===== src/rtl/gpio_pkg.sv =====
// Shared register map for the GPIO block with edge-triggered interrupts.
// Only address bits [4:0] are decoded; the rest alias.
package gpio_pkg;

  localparam int unsigned GPIO_ADDR_W = 5;

  localparam logic [GPIO_ADDR_W-1:0] GPIO_DIR      = 5'h00;
  localparam logic [GPIO_ADDR_W-1:0] GPIO_OUT      = 5'h04;
  localparam logic [GPIO_ADDR_W-1:0] GPIO_IN       = 5'h08;
  localparam logic [GPIO_ADDR_W-1:0] GPIO_IRQ_EN   = 5'h0C;
  localparam logic [GPIO_ADDR_W-1:0] GPIO_IRQ_MODE = 5'h10;
  localparam logic [GPIO_ADDR_W-1:0] GPIO_IRQ_STAT = 5'h14;
  localparam logic [GPIO_ADDR_W-1:0] GPIO_OUT_SET  = 5'h18;
  localparam logic [GPIO_ADDR_W-1:0] GPIO_OUT_CLR  = 5'h1C;

endpackage


===== src/rtl/gpio_sync.sv =====
// Per-bit flop-chain synchroniser for asynchronous pad inputs.
// Output is the last stage; synchronous active-high reset clears every stage.
module gpio_sync #(
  parameter int unsigned WIDTH  = 8,
  parameter int unsigned STAGES = 2
) (
  input  logic             clk,
  input  logic             rst,
  input  logic [WIDTH-1:0] d_i,
  output logic [WIDTH-1:0] q_o
);

  logic [STAGES-1:0][WIDTH-1:0] sync_q;
  logic [STAGES-1:0][WIDTH-1:0] sync_d;

  // Stage 0 samples the pad; each later stage copies its predecessor.
  always_comb begin
    sync_d = {sync_q[STAGES-2:0], d_i};
  end

  always_ff @(posedge clk) begin
    if (rst) begin
      sync_q <= '0;
    end else begin
      sync_q <= sync_d;
    end
  end

  assign q_o = sync_q[STAGES-1];

endmodule


===== src/rtl/gpio_irq.sv =====
// GPIO register block with synchronised inputs and optional per-pin edge interrupts.
// Interrupt logic is present only when macro GPIO_IRQ_EN is defined.
module gpio_irq
  import gpio_pkg::*;
#(
  parameter int unsigned NUM_IO      = 8,
  parameter int unsigned SYNC_STAGES = 2
) (
  input  logic              clk,
  input  logic              rst,
  input  logic              we_i,
  input  logic [31:0]       addr_i,
  input  logic [31:0]       data_i,
  output logic [31:0]       data_o,
  input  logic [NUM_IO-1:0] io_pin_i,
  output logic [NUM_IO-1:0] io_out_o,
  output logic [NUM_IO-1:0] io_oe_o,
  output logic              irq_o
);

  logic [GPIO_ADDR_W-1:0] reg_addr;
  logic [NUM_IO-1:0]      wdata;
  logic [NUM_IO-1:0]      in_sync;
  logic [NUM_IO-1:0]      dir_q, dir_d;
  logic [NUM_IO-1:0]      out_q, out_d;
  logic [NUM_IO-1:0]      rdata;
  logic                   unused_bits;

  assign reg_addr    = addr_i[GPIO_ADDR_W-1:0];
  assign wdata       = data_i[NUM_IO-1:0];
  assign unused_bits = ^{addr_i[31:GPIO_ADDR_W], data_i};

  gpio_sync #(
    .WIDTH  (NUM_IO),
    .STAGES (SYNC_STAGES)
  ) u_sync (
    .clk (clk),
    .rst (rst),
    .d_i (io_pin_i),
    .q_o (in_sync)
  );

  // Direction and output registers, including atomic set/clear aliases.
  always_comb begin
    dir_d = dir_q;
    out_d = out_q;
    if (we_i) begin
      case (reg_addr)
        GPIO_DIR:     dir_d = wdata;
        GPIO_OUT:     out_d = wdata;
        GPIO_OUT_SET: out_d = out_q | wdata;
        GPIO_OUT_CLR: out_d = out_q & ~wdata;
        default:      ;
      endcase
    end
  end

  always_ff @(posedge clk) begin
    if (rst) begin
      dir_q <= '0;
      out_q <= '0;
    end else begin
      dir_q <= dir_d;
      out_q <= out_d;
    end
  end

  assign io_out_o = out_q;
  assign io_oe_o  = dir_q;

`ifdef GPIO_IRQ_EN
  logic [NUM_IO-1:0] en_q,   en_d;
  logic [NUM_IO-1:0] mode_q, mode_d;
  logic [NUM_IO-1:0] stat_q, stat_d;
  logic [NUM_IO-1:0] prev_q, prev_d;
  logic [NUM_IO-1:0] edge_c;
  logic [NUM_IO-1:0] w1c;

  // Edge detect against the delayed IN copy; output pins never raise status.
  always_comb begin
    en_d   = en_q;
    mode_d = mode_q;
    w1c    = '0;
    prev_d = in_sync;
    if (we_i) begin
      case (reg_addr)
        GPIO_IRQ_EN:   en_d   = wdata;
        GPIO_IRQ_MODE: mode_d = wdata;
        GPIO_IRQ_STAT: w1c    = wdata;
        default:       ;
      endcase
    end
    edge_c = (mode_q & ~in_sync & prev_q) | (~mode_q & in_sync & ~prev_q);
    stat_d = (stat_q & ~w1c) | (edge_c & ~dir_q & en_q);
  end

  always_ff @(posedge clk) begin
    if (rst) begin
      en_q   <= '0;
      mode_q <= '0;
      stat_q <= '0;
      prev_q <= '0;
    end else begin
      en_q   <= en_d;
      mode_q <= mode_d;
      stat_q <= stat_d;
      prev_q <= prev_d;
    end
  end

  assign irq_o = |(stat_q & en_q);
`else
  assign irq_o = 1'b0;
`endif

  // Combinational read mux; undecoded and write-only offsets read zero.
  always_comb begin
    rdata = '0;
    case (reg_addr)
      GPIO_DIR:      rdata = dir_q;
      GPIO_OUT:      rdata = out_q;
      GPIO_IN:       rdata = in_sync;
`ifdef GPIO_IRQ_EN
      GPIO_IRQ_EN:   rdata = en_q;
      GPIO_IRQ_MODE: rdata = mode_q;
      GPIO_IRQ_STAT: rdata = stat_q;
`endif
      default:       rdata = '0;
    endcase
  end

  assign data_o = 32'(rdata);

endmodule


===== config.mk =====
export PLATFORM = sky130hd
export DESIGN_NAME = gpio_irq
export DESIGN_NICKNAME = d
export VERILOG_FILES = /design/src/rtl/gpio_pkg.sv /design/src/rtl/gpio_sync.sv /design/src/rtl/gpio_irq.sv
export SDC_FILE = /design/constraint.sdc
export NUM_CORES = 1
export LEC_CHECK = 0
export ABC_AREA = 0
export CORE_ASPECT_RATIO = 0.5
export CORE_MARGIN = 2
export CORE_UTILIZATION = 35
export DETAILED_ROUTE_END_ITERATION = 10
export GPL_TIMING_DRIVEN = 0
export PLACE_DENSITY = 0.81
export SKIP_LAST_GASP = 1
export SLEW_MARGIN = 5
export SYNTH_ARGS = -nofsm -noshare
export SYNTH_HDL_FRONTEND = slang
export SYNTH_SLANG_ARGS = --single-unit

===== constraint.sdc =====
create_clock -name clk -period 1.8 [get_ports clk]
set_input_delay 0.27 -clock clk [delete_from_list [all_inputs] [get_ports clk]]
set_output_delay 0.27 -clock clk [all_outputs]
set_load 0.05 [all_outputs]

==> results of run 1 <==
==> area by class of cell <==
cell class | count | area [um2] | share of cell area [%]
Multi-Input combinational cell | 132 | 910 | 35.2
Sequential cell | 32 | 641 | 24.8
Timing Repair Buffer | 53 | 538 | 20.8
Buffer | 39 | 284 | 11.0
Clock buffer | 7 | 96.3 | 3.73
Tap cell | 70 | 87.6 | 3.39
Inverter | 8 | 30.0 | 1.16
==> placed cells by master, fill, tap and decap left out, types with 9 or more instances in the layout <==
| cell type | synthesis | final |
|---|---|---|
| buf_4 | 28 | 32 |
| dfxtp_1 | 32 | 32 |
| nor2b_1 | 17 | 17 |
| a21oi_1 | 16 | 16 |
| nand3_1 | 16 | 16 |
| nand2b_1 | 9 | 9 |
| conb_1 | 1 | 25 |
| clkdlybuf4s50_1 | 0 | 33 |
| buf_6 | 1 | 14 |
==> power by group through the flow <==
stage          sequential [mW]  combinational (mW)  clock, mW
4_1_cts                  0.735               0.353      0.580
5_1_grt                  0.736               0.389      0.616
2_1_floorplan            0.762               0.244          0
3_3_place_gp             0.750               0.339          0
6_report                 0.735               0.369      0.572
3_5_place_dp             0.751               0.343          0
==> flip-flops by register name, summed over array words and instances (netlist names) <==
register and cells:
io_oe_o 8, io_out_o 8, u_sync.q_o 8, u_sync.sync_d 8
==> layer usage <==
layer / GRT usage [%] / share of wire, % / vias up
met5: 0 / 0 / -
met4: 4.73 / 1.3 / 0
met3: 4.12 / 7.8 / 10
met2: 29.9 / 52 / 80
met1: 16.3 / 39 / 753
li1: - / - / 787
==> worst max-delay path by stage <==
stage	to	slack, ps	cells past startpoint
after floorplan	data_o[0]	50	3
after global placement	data_o[5]	-1190	6
after detailed placement	data_o[4]	-1260	6
after CTS	data_o[2]	-3	6
after global routing	data_o[7]	3	6
final	data_o[4]	40	6
==> timing repair <==
action,in CTS,in global routing
gates resized for setup,78,8
setup endpoints to repair,8,8
buffers inserted,3,4
pin swaps,5,5
==> worst max-delay path, delay by kind of cell <==
family                 cells  cell delay [ps]
AND/OR/NAND/NOR            2              650
buffers and inverters      3              400
AO/OA/AOI/OAI              1              170
==> stage by stage <==
step	util [%]	power, mW	instance area [um2]	cells	setup WS (ps)
detailed placement	49.0	1.09	2370	327	-1260
global route	53.4	1.74	2590	341	2.62
finish	53.4	1.68	2590	341	41.8
global placement	49.0	1.09	2370	327	-1190
CTS	52.5	1.67	2540	337	-2.50
floorplan	-	1.01	1820	211	47.4
==> kinds of logic after synthesis <==
logic type	count (synthesis)	share of synthesized area, %
DFF	32	36.9
AOI/OAI and AO/OA	41	19.5
other	1	0.216
and+or+nand+nor	66	26.4
buffers and inverters	47	17.0
==> metrics.txt, run 1 <==
critical-path cell list=buf_6 > or3_4 > nor3b_4 > buf_12 > a221o_1 > buf_6; Min-Delay Path Class=in -> reg; Worst Setup End Kind=output port; final setup TNS=0 ps; fill count=427; first-pass GRT wire length=6.67 mm; slew margin rel.=59.0%; die width=104 um; Die Y=53.8 um; Worst path most repeated cell=buf_6; fmax=0.569 GHz; CTS Buffer Depth=2; GPL Wtd Cong=0.857; count leader, synth=dfxtp_1; Vias per Instance=4.78; top_reg_cell synth=dfxtp_1; YS warnings=0; Worst Hold Depth=2; post-synthesis instance area=1730 um2; clock root cell=clkbuf_8; crit path launch type=primary input; Switching Fraction=27.9%; slowest CP cell=or3_4; sequential share of power=43.9%; DRT iter0 DRCs=142; hold path endpoint=u_sync.sync_d[12]; dpl hpwl=3.21 mm; Cell Rows=18; Hold Path Origin=rst; synth top area cells=dfxtp_1 37%, buf_4 12%, o32ai_2 6.6%; final hold violation count=0; Final ANT Viol Nets=0; Req. time, crit path=1530 ps; Yosys top cell area share=36.9%; MaxCap Viol Count=0; share of layout cells above drive strength 1=26.9%; worst hold margin=360 ps; DRT Pass-1 Iters=4; max-slew violations=0; Top Ports=124; grt ovf=0; hold buffer count at CTS=0; CP Class=in -> out; Worst R2R End=io_out_o[6]; FF+latch count, synth=32; PwrDens=648 nW/um2; Synth area leader=dfxtp_1; worst r2r src=io_out_o[6]; Setup Viol. Count Final=0; worst-margin pin slew=616 ps; Switch Pwr=468 uW; number of global-route vias before repair=1,462; initial core utilization=35.8%; Max VDD drop=0.391 mV; CTS tree=done; Largest stage delay, worst path=410 ps; die area=5570 um2; worst skew pair latency=270 ps; crit-path max FO=8; Pint=1.21 mW; DRC=0; Critical path origin=addr_i[2]; Clk pwr share=34.1%; Worst Skew=0.598 ps; Core Area=4840 um2; WP data arrival=1490 ps; CTS sink cnt=32; Layout area overhead=49.1%; nets@finish=346; result of the run=finished clean; leak pwr=1.08 nW; Inserted Diodes=0; Clock transition at path regs=60 ps; Port-buffer cells=46; largest net degree at the start of global routing=11; wire length per cell=12.8 um; Comb pwr share=22.0%; Seq/Total Area, Yosys=36.9%; fraction of registers with async set/reset=0%; Inserted Clock Buffers=5; gr usage total=15.0%; r2r setup slk=1050 ps; initial antenna violation count=0; top cells by count, synth=32 x dfxtp_1, 28 x buf_4, 17 x nor2b_1, 16 x a21oi_1, 16 x nand3_1; fin crit share=97.7%; r2r worst-path depth=2; Synth Instances=187; Syn Area/Cell=9.27 um2; Netlist cell types=26; Vias=1,630; WL final=4.35 mm; RSZ-0062 raised after global routing=no; H-Tree Depth=2; Post-synth EDFFs=0; Final Critical Period=1760 ps
Note: power is estimated with default switching activity, not from simulation.
==> run 2, diff against run 1 <==
--- a/config.mk
+++ b/config.mk
@@ -11,6 +11,7 @@
 export CORE_UTILIZATION = 35
 export DETAILED_ROUTE_END_ITERATION = 10
 export GPL_TIMING_DRIVEN = 0
+export HOLD_SLACK_MARGIN = 0.03
 export PLACE_DENSITY = 0.81
 export SKIP_LAST_GASP = 1
 export SLEW_MARGIN = 5
==> results of run 2 <==
The final DEF is identical to that of run 1; final timing and power are the same.
